===== config.mk =====
export PLATFORM = sky130hd
export DESIGN_NAME = sum_stationary_stream
export DESIGN_NICKNAME = d
export VERILOG_FILES = /design/src/rtl/sum_stationary_pkg.sv /design/src/rtl/sum_stationary_pe.sv /design/src/rtl/sum_stationary_stream.sv
export SDC_FILE = /design/constraint.sdc
export NUM_CORES = 2
export LEC_CHECK = 0
export ABC_AREA = 1
export CORE_MARGIN = 2
export CORE_UTILIZATION = 54
export DETAILED_ROUTE_END_ITERATION = 12
export PLACE_DENSITY = 0.83
export SLEW_MARGIN = 20
export SYNTH_ARGS = -nofsm -noshare
export SYNTH_HDL_FRONTEND = slang
export SYNTH_HIERARCHICAL = 1
export SYNTH_SLANG_ARGS = --single-unit
export TNS_END_PERCENT = 5

===== constraint.sdc =====
create_clock -name clk -period 5.61 [get_ports clk]
set_input_delay 1.683 -clock clk [delete_from_list [all_inputs] [get_ports clk]]
set_output_delay 1.683 -clock clk [all_outputs]
set_load 0.02 [all_outputs]

===== src/rtl/sum_stationary_pkg.sv =====
// Shared definitions for the sum_stationary_stream matrix-multiply block:
// the sequencing FSM state encoding and the accumulator-width rule.
package sum_stationary_pkg;

    typedef enum logic [1:0] {
        ST_IDLE,
        ST_LOAD,
        ST_FLUSH,
        ST_DRAIN
    } state_t;

    // Full-precision product width plus enough headroom for max_k additions.
    function automatic int acc_width_f(input int data_width, input int max_k);
        return 2 * data_width + $clog2(max_k);
    endfunction

endpackage


===== src/rtl/sum_stationary_pe.sv =====
// One processing element of the output-stationary array: multiply-accumulate
// into a local accumulator and forward the operands east (a) and south (b).
// Signed arithmetic is selected with the SUM_STATIONARY_SIGNED_EN macro.
module sum_stationary_pe
    import sum_stationary_pkg::*;
#(
    parameter int DATA_WIDTH = 8,
    parameter int ACC_WIDTH  = 19
) (
    input  logic                  clk,
    input  logic                  en,
    input  logic                  clr,
    input  logic [DATA_WIDTH-1:0] a_in,
    input  logic [DATA_WIDTH-1:0] b_in,
    output logic [DATA_WIDTH-1:0] a_out,
    output logic [DATA_WIDTH-1:0] b_out,
    output logic [ACC_WIDTH-1:0]  acc
);

    localparam int PROD_WIDTH = 2 * DATA_WIDTH;

    logic [ACC_WIDTH-1:0] prod_ext;

`ifdef SUM_STATIONARY_SIGNED_EN
    logic signed [PROD_WIDTH-1:0] prod;
    // Operands are widened with their sign before the multiply so the full
    // two's-complement product is kept, then sign-extended to the accumulator.
    assign prod     = PROD_WIDTH'($signed(a_in)) * PROD_WIDTH'($signed(b_in));
    assign prod_ext = ACC_WIDTH'(prod);
`else
    logic [PROD_WIDTH-1:0] prod;
    // Zero-extended operands give the full unsigned product.
    assign prod     = PROD_WIDTH'(a_in) * PROD_WIDTH'(b_in);
    assign prod_ext = ACC_WIDTH'(prod);
`endif

    // Clear wins over enable so a job boundary and a reset look identical.
    always_ff @(posedge clk) begin
        // NOTE: state registers use non-blocking assignments so every flop
        // samples the pre-edge value, independent of block ordering.
        if (clr) begin
            acc   <= '0;
            a_out <= '0;
            b_out <= '0;
        end else if (en) begin
            acc   <= acc + prod_ext;
            a_out <= a_in;
            b_out <= b_in;
        end
    end

endmodule


===== src/rtl/sum_stationary_stream.sv =====
// Streaming output-stationary ROWS x COLS matrix multiplier C = A * B.
// Each accepted beat carries one column of A and one row of B; after K beats
// the array is flushed with zeros and C is read out one row per handshake.
// Define SUM_STATIONARY_SIGNED_EN for two's-complement operands and results.
module sum_stationary_stream
    import sum_stationary_pkg::*;
#(
    parameter int DATA_WIDTH = 8,
    parameter int ROWS       = 4,
    parameter int COLS       = 4,
    parameter int MAX_K      = 8,
    parameter int ACC_WIDTH  = acc_width_f(DATA_WIDTH, MAX_K)
) (
    input  logic                         clk,
    input  logic                         reset_n_i,
    input  logic                         in_valid_i,
    output logic                         in_ready_o,
    input  logic [DATA_WIDTH-1:0]        a_i [ROWS],
    input  logic [DATA_WIDTH-1:0]        b_i [COLS],
    input  logic [$clog2(MAX_K+1)-1:0]   k_len_i,
    output logic                         out_valid_o,
    input  logic                         out_ready_i,
`ifdef SUM_STATIONARY_SIGNED_EN
    output logic signed [ACC_WIDTH-1:0]  out_data_o [COLS],
`else
    output logic [ACC_WIDTH-1:0]         out_data_o [COLS],
`endif
    output logic [$clog2(ROWS)-1:0]      out_row_o,
    output logic                         out_last_o
);

    localparam int K_W       = $clog2(MAX_K + 1);
    localparam int ROW_W     = $clog2(ROWS);
    // Zero steps needed for the last product to reach PE(ROWS-1, COLS-1).
    localparam int FLUSH_LEN = ROWS + COLS - 2;
    localparam int FL_W      = $clog2(FLUSH_LEN + 1);
    localparam logic [ROW_W-1:0] LAST_ROW = ROW_W'(ROWS - 1);

    state_t             state;
    logic               ready_q;
    logic               valid_q;
    logic               last_q;
    logic [ROW_W-1:0]   row_q;
    logic [K_W-1:0]     k_q;
    logic [K_W-1:0]     beat_cnt;
    logic [FL_W-1:0]    flush_cnt;

    logic               accept;
    logic               row_done;
    logic               job_done;
    logic               advance;
    logic               clear;
    logic [K_W-1:0]     k_eff;

    logic [DATA_WIDTH-1:0] a_inj  [ROWS];
    logic [DATA_WIDTH-1:0] b_inj  [COLS];
    logic [DATA_WIDTH-1:0] a_west [ROWS];
    logic [DATA_WIDTH-1:0] b_north[COLS];
    logic [DATA_WIDTH-1:0] a_fwd  [ROWS][COLS];
    logic [DATA_WIDTH-1:0] b_fwd  [ROWS][COLS];
    logic [ACC_WIDTH-1:0]  acc    [ROWS][COLS];
    logic                  unused_fwd;

    // Beats are refused while reset is held, even before the edge lands.
    assign in_ready_o = ready_q & reset_n_i;
    assign accept     = in_valid_i & in_ready_o;
    assign row_done   = valid_q & out_ready_i;
    assign job_done   = row_done & last_q;
    assign advance    = accept | (state == ST_FLUSH);
    assign clear      = ~reset_n_i | job_done;
    assign k_eff      = (k_len_i == '0) ? K_W'(MAX_K) : k_len_i;

    assign out_valid_o = valid_q;
    assign out_row_o   = row_q;
    assign out_last_o  = last_q;

    // Array edge inputs: live operands while loading, zeros while flushing.
    always_comb begin
        // NOTE: every always_comb output gets a value on every path (here via
        // the full loop) so no latch can be inferred.
        for (int i = 0; i < ROWS; i++) a_inj[i] = (state == ST_FLUSH) ? '0 : a_i[i];
        for (int j = 0; j < COLS; j++) b_inj[j] = (state == ST_FLUSH) ? '0 : b_i[j];
    end

    // Row i of A is delayed i array steps before entering PE(i,0).
    for (genvar i = 0; i < ROWS; i++) begin : g_skew_a
        if (i == 0) begin : g_direct
            assign a_west[i] = a_inj[i];
        end else begin : g_delay
            logic [DATA_WIDTH-1:0] sr [i];
            // Shift one stage per array step; cleared with the accumulators.
            always_ff @(posedge clk) begin
                // NOTE: these small flop arrays are cleared explicitly because
                // stale operands would leak into the next job's sums.
                if (clear) begin
                    for (int s = 0; s < i; s++) sr[s] <= '0;
                end else if (advance) begin
                    sr[0] <= a_inj[i];
                    for (int s = 1; s < i; s++) sr[s] <= sr[s-1];
                end
            end
            assign a_west[i] = sr[i-1];
        end
    end

    // Column j of B is delayed j array steps before entering PE(0,j).
    for (genvar j = 0; j < COLS; j++) begin : g_skew_b
        if (j == 0) begin : g_direct
            assign b_north[j] = b_inj[j];
        end else begin : g_delay
            logic [DATA_WIDTH-1:0] sr [j];
            // Shift one stage per array step; cleared with the accumulators.
            always_ff @(posedge clk) begin
                if (clear) begin
                    for (int s = 0; s < j; s++) sr[s] <= '0;
                end else if (advance) begin
                    sr[0] <= b_inj[j];
                    for (int s = 1; s < j; s++) sr[s] <= sr[s-1];
                end
            end
            assign b_north[j] = sr[j-1];
        end
    end

    for (genvar i = 0; i < ROWS; i++) begin : g_row
        for (genvar j = 0; j < COLS; j++) begin : g_col
            logic [DATA_WIDTH-1:0] a_in;
            logic [DATA_WIDTH-1:0] b_in;
            if (j == 0) begin : g_a_edge
                assign a_in = a_west[i];
            end else begin : g_a_inner
                assign a_in = a_fwd[i][j-1];
            end
            if (i == 0) begin : g_b_edge
                assign b_in = b_north[j];
            end else begin : g_b_inner
                assign b_in = b_fwd[i-1][j];
            end
            sum_stationary_pe #(
                .DATA_WIDTH (DATA_WIDTH),
                .ACC_WIDTH  (ACC_WIDTH)
            ) u_pe (
                .clk   (clk),
                .en    (advance),
                .clr   (clear),
                .a_in  (a_in),
                .b_in  (b_in),
                .a_out (a_fwd[i][j]),
                .b_out (b_fwd[i][j]),
                .acc   (acc[i][j])
            );
        end
    end

    // The east/south edge forwards have no consumer; fold them away.
    always_comb begin
        unused_fwd = 1'b0;
        for (int i = 0; i < ROWS; i++) unused_fwd = unused_fwd ^ (^a_fwd[i][COLS-1]);
        for (int j = 0; j < COLS; j++) unused_fwd = unused_fwd ^ (^b_fwd[ROWS-1][j]);
    end

    // Result row mux; the bus reads zero whenever no row is being offered.
    always_comb begin
        for (int j = 0; j < COLS; j++) out_data_o[j] = valid_q ? acc[row_q][j] : '0;
    end

    // Job sequencer: load K beats, flush the skew, then drain rows in order.
    always_ff @(posedge clk) begin
        if (!reset_n_i) begin
            state     <= ST_IDLE;
            ready_q   <= 1'b1;
            valid_q   <= 1'b0;
            last_q    <= 1'b0;
            row_q     <= '0;
            k_q       <= '0;
            beat_cnt  <= '0;
            flush_cnt <= '0;
        end else begin
            case (state)
                ST_IDLE: begin
                    if (accept) begin
                        k_q      <= k_eff;
                        beat_cnt <= K_W'(1);
                        if (k_eff == K_W'(1)) begin
                            state     <= ST_FLUSH;
                            ready_q   <= 1'b0;
                            flush_cnt <= '0;
                        end else begin
                            state <= ST_LOAD;
                        end
                    end
                end
                ST_LOAD: begin
                    if (accept) begin
                        beat_cnt <= beat_cnt + K_W'(1);
                        if (beat_cnt + K_W'(1) == k_q) begin
                            state     <= ST_FLUSH;
                            ready_q   <= 1'b0;
                            flush_cnt <= '0;
                        end
                    end
                end
                ST_FLUSH: begin
                    if (flush_cnt == FL_W'(FLUSH_LEN - 1)) begin
                        state   <= ST_DRAIN;
                        valid_q <= 1'b1;
                        row_q   <= '0;
                        last_q  <= (ROWS == 1);
                    end else begin
                        flush_cnt <= flush_cnt + FL_W'(1);
                    end
                end
                ST_DRAIN: begin
                    if (row_done) begin
                        if (last_q) begin
                            state    <= ST_IDLE;
                            ready_q  <= 1'b1;
                            valid_q  <= 1'b0;
                            last_q   <= 1'b0;
                            row_q    <= '0;
                            k_q      <= '0;
                            beat_cnt <= '0;
                        end else begin
                            row_q  <= row_q + ROW_W'(1);
                            last_q <= (row_q + ROW_W'(1) == LAST_ROW);
                        end
                    end
                end
                default: state <= ST_IDLE;
            endcase
        end
    end

endmodule

==> flow_metrics.env <==
export IMPL_wl_per_cell_um=16.39
export IMPL_slew_viol_final=0
export IMPL_syn_inst=10780
export IMPL_p_per_area_nw_per_um2=451.0
export IMPL_antenna_found_initial=2
export IMPL_firstDrtPassIters=7
export IMPL_worstReg2RegStart="state[0]$_SDFFE_PN0P_"
export IMPL_dp_hpwl_um=158100
export IMPL_ios=153
export IMPL_synth_cell_area_um2=73460
export IMPL_holdPathStages=2
export IMPL_min_to="ready_q$_SDFFE_PN1P_"
export IMPL_drt_total_wl_um=204100
export IMPL_dieHeight_um=372.8
export IMPL_clk_latency_ps=720
export IMPL_gr_total_overflow=0
export IMPL_fin_util_pct=57.97
export IMPL_r2r_slack_ps=650
export IMPL_status="finished clean"
export IMPL_portBuffers=152
export IMPL_gp_routability_congestion=0.9801
export IMPL_avgViaCountPerCell=5.215
export IMPL_grt_max_degree=104
export IMPL_rsz0062_at_grt="false"
export IMPL_cp_max_fo=42
export IMPL_cts_buffers=79
export IMPL_crit_path_start_kind="flop"
export IMPL_fin_crit_sh_pct=97.85
export IMPL_post_cts_buffers=0
export IMPL_clock_sinks=610
export IMPL_ctsHoldBuffers=0
export IMPL_grtUsageTotal_pct=29.47
export IMPL_dieArea_um2=139000
export IMPL_p_leak_nw=47.31
export IMPL_syn_to_final_growth_pct=6.769
export IMPL_start_util_pct=54.29
export IMPL_cts_tree="yes"
export IMPL_hold_path_class="reg -> reg"
export IMPL_grt_pass1_wl_um=333300
export IMPL_synth_warnings=6
export IMPL_num_vias=64950
export IMPL_max_slew_margin_pct=29.21
export IMPL_drive_gt1_share_pct=3.447
export IMPL_cap_violations=0
export IMPL_first_global_vias=65160
export IMPL_peakVddDrop_mv=0.3969
export IMPL_drtIter0Drc=6006
export IMPL_core_um2=135300
export IMPL_cp_required_ps=3930
export IMPL_critical_path_endpoint_type="output port"
export IMPL_finalCriticalPeriod_ps=5490
export IMPL_drc=0
export IMPL_fmax_mhz=182.2
export IMPL_rows=135
export IMPL_critPathKind="reg -> out"
export IMPL_drtAntennaViolNets=0
export IMPL_htreeDepth=3
export IMPL_setup_violations=0
export IMPL_worst_pin_slew_ps=1061
export IMPL_cts_root_buf="clkbuf_16"
export IMPL_synth_area_per_cell_um2=6.812
export IMPL_cts_resized_gates=0
export IMPL_totalPowerFinal_w=0.03537
export IMPL_rr_worst_depth=23
export IMPL_final_hold_viol_count=0
export IMPL_timing_rr_end="g_row[0].g_col[0].u_pe/acc[16]$_SDFFE_PP0P_"
export IMPL_min_from="ready_q$_SDFFE_PN1P_"
export IMPL_fin_nets=12150
export IMPL_cts_clk_slew_worst_paths_ps=60
export IMPL_crit_arrival_ps=3810
export IMPL_clockBufferDepth=3
export IMPL_synth_nets=12320
export IMPL_dieWidth_um=372.8
export IMPL_num_antenna_cells=0
export IMPL_skew_ps=42.12
==> metal layers <==
metal	global-route usage, %	vias to the layer above	wire length, um
li1	-	30920	-
met3	5.558	470	19240
met4	11.99	2	8173
met2	46.89	2872	91120
met1	39.49	30690	85580
met5	0	-	8
==> sequential cells by signal, indices dropped and copies added (netlist names) <==
signal and count:
g_row.g_col.u_pe/acc 304, g_row.g_col.u_pe/a_out 96, g_row.g_col.u_pe/b_out 96, g_skew_a.g_delay.sr 48, g_skew_b.g_delay.sr 48, beat_cnt 4, k_q 4, flush_cnt 3
out_row_o 2, state 2, out_last_o 1, out_valid_o 1, ready_q 1
==> per-stage QoR <==
stage / hold slack [ps] / std cells / cell area, um^2 / TNS (ps) / worst slack (ps)
floorplan: 428.7 / 10780 / 73460 / 0 / 29.02
global placement: 451.1 / 12310 / 75790 / -4108 / -410.9
detailed placement: 455.0 / 12310 / 75790 / -4292 / -437.3
CTS: 474.9 / 12460 / 78430 / 0 / 204.2
global route: 509.7 / 12460 / 78430 / 0 / 14.66
finish: 480.7 / 12460 / 78430 / 0 / 120.5
==> critical path: stages, from the launching register on <==
cell and delay, ps:
dfxtp_4 720, inv_2 440, buf_4 370, nor2_1 200
o21ai_0 160, a21oi_1 480, clkdlybuf4s50_1 730
==> cell type report <==
type                    instances  area, um^2
inverters                    3038       11410
repair buffers                236        2252
well taps                    1781        2228
flip-flops and latches        610       13180
fillers                     12110       56870
clock buffers                 108        2250
clock inverters                34       387.9
multi-input cells            6649       46720
==> cell usage in the layout (no fill, tap or decap), types with 7 or more instances in the layout <==
cell and n:
and2_1 16, clkdlybuf4s50_1 152, nand3_1 353, fa_1 800
and2b_1 8, o21bai_2 9, edfxtp_1 96, inv_1 3007
nor2_2 56, clkbuf_1 16, inv_2 21, a211oi_1 7
or2_1 12, nand4_1 66, nand2_2 23, buf_12 8
clkbuf_8 10, o21ai_1 21, clkinv_1 11, clkinv_2 11
clkbuf_16 82, a21oi_1 367, a21oi_2 13, nand2_1 2404
xnor2_1 17, o21ai_0 496, nand3_2 21, xor2_1 64
ha_1 664, dfxtp_1 512, o211ai_1 16, nor2_1 1194
buf_4 76
==> power by group <==
group          total (W)  internal [W]  switching (W)  leakage, nW
logic             0.0214       0.00793         0.0134         40.8
registers        0.00871       0.00594        0.00277         5.28
clock network    0.00529       0.00306        0.00223         1.28
total             0.0354        0.0169         0.0184         47.3
==> how the worst max path moves through the flow <==
stage | from | end | slack (ps) | cells after the start
floorplan | reset_n_i | g_skew_a[1].g_delay.sr[0][0]$_SDFFCE_PP0P_ | 30 | 6
global placement | b_i[28] | g_row[0].g_col[0].u_pe/acc[15]$_SDFFE_PP0P_ | -410 | 20
detailed placement | b_i[28] | g_row[0].g_col[0].u_pe/acc[15]$_SDFFE_PP0P_ | -440 | 20
CTS | out_row_o[1]$_SDFFE_PN0P_ | out_data_o[46] | 200 | 6
global route | b_i[28] | g_row[0].g_col[0].u_pe/acc[13]$_SDFFE_PP0P_ | 10 | 22
finish | out_row_o[1]$_SDFFE_PN0P_ | out_data_o[46] | 120 | 6
Note: power is estimated with default switching activity, not from simulation.
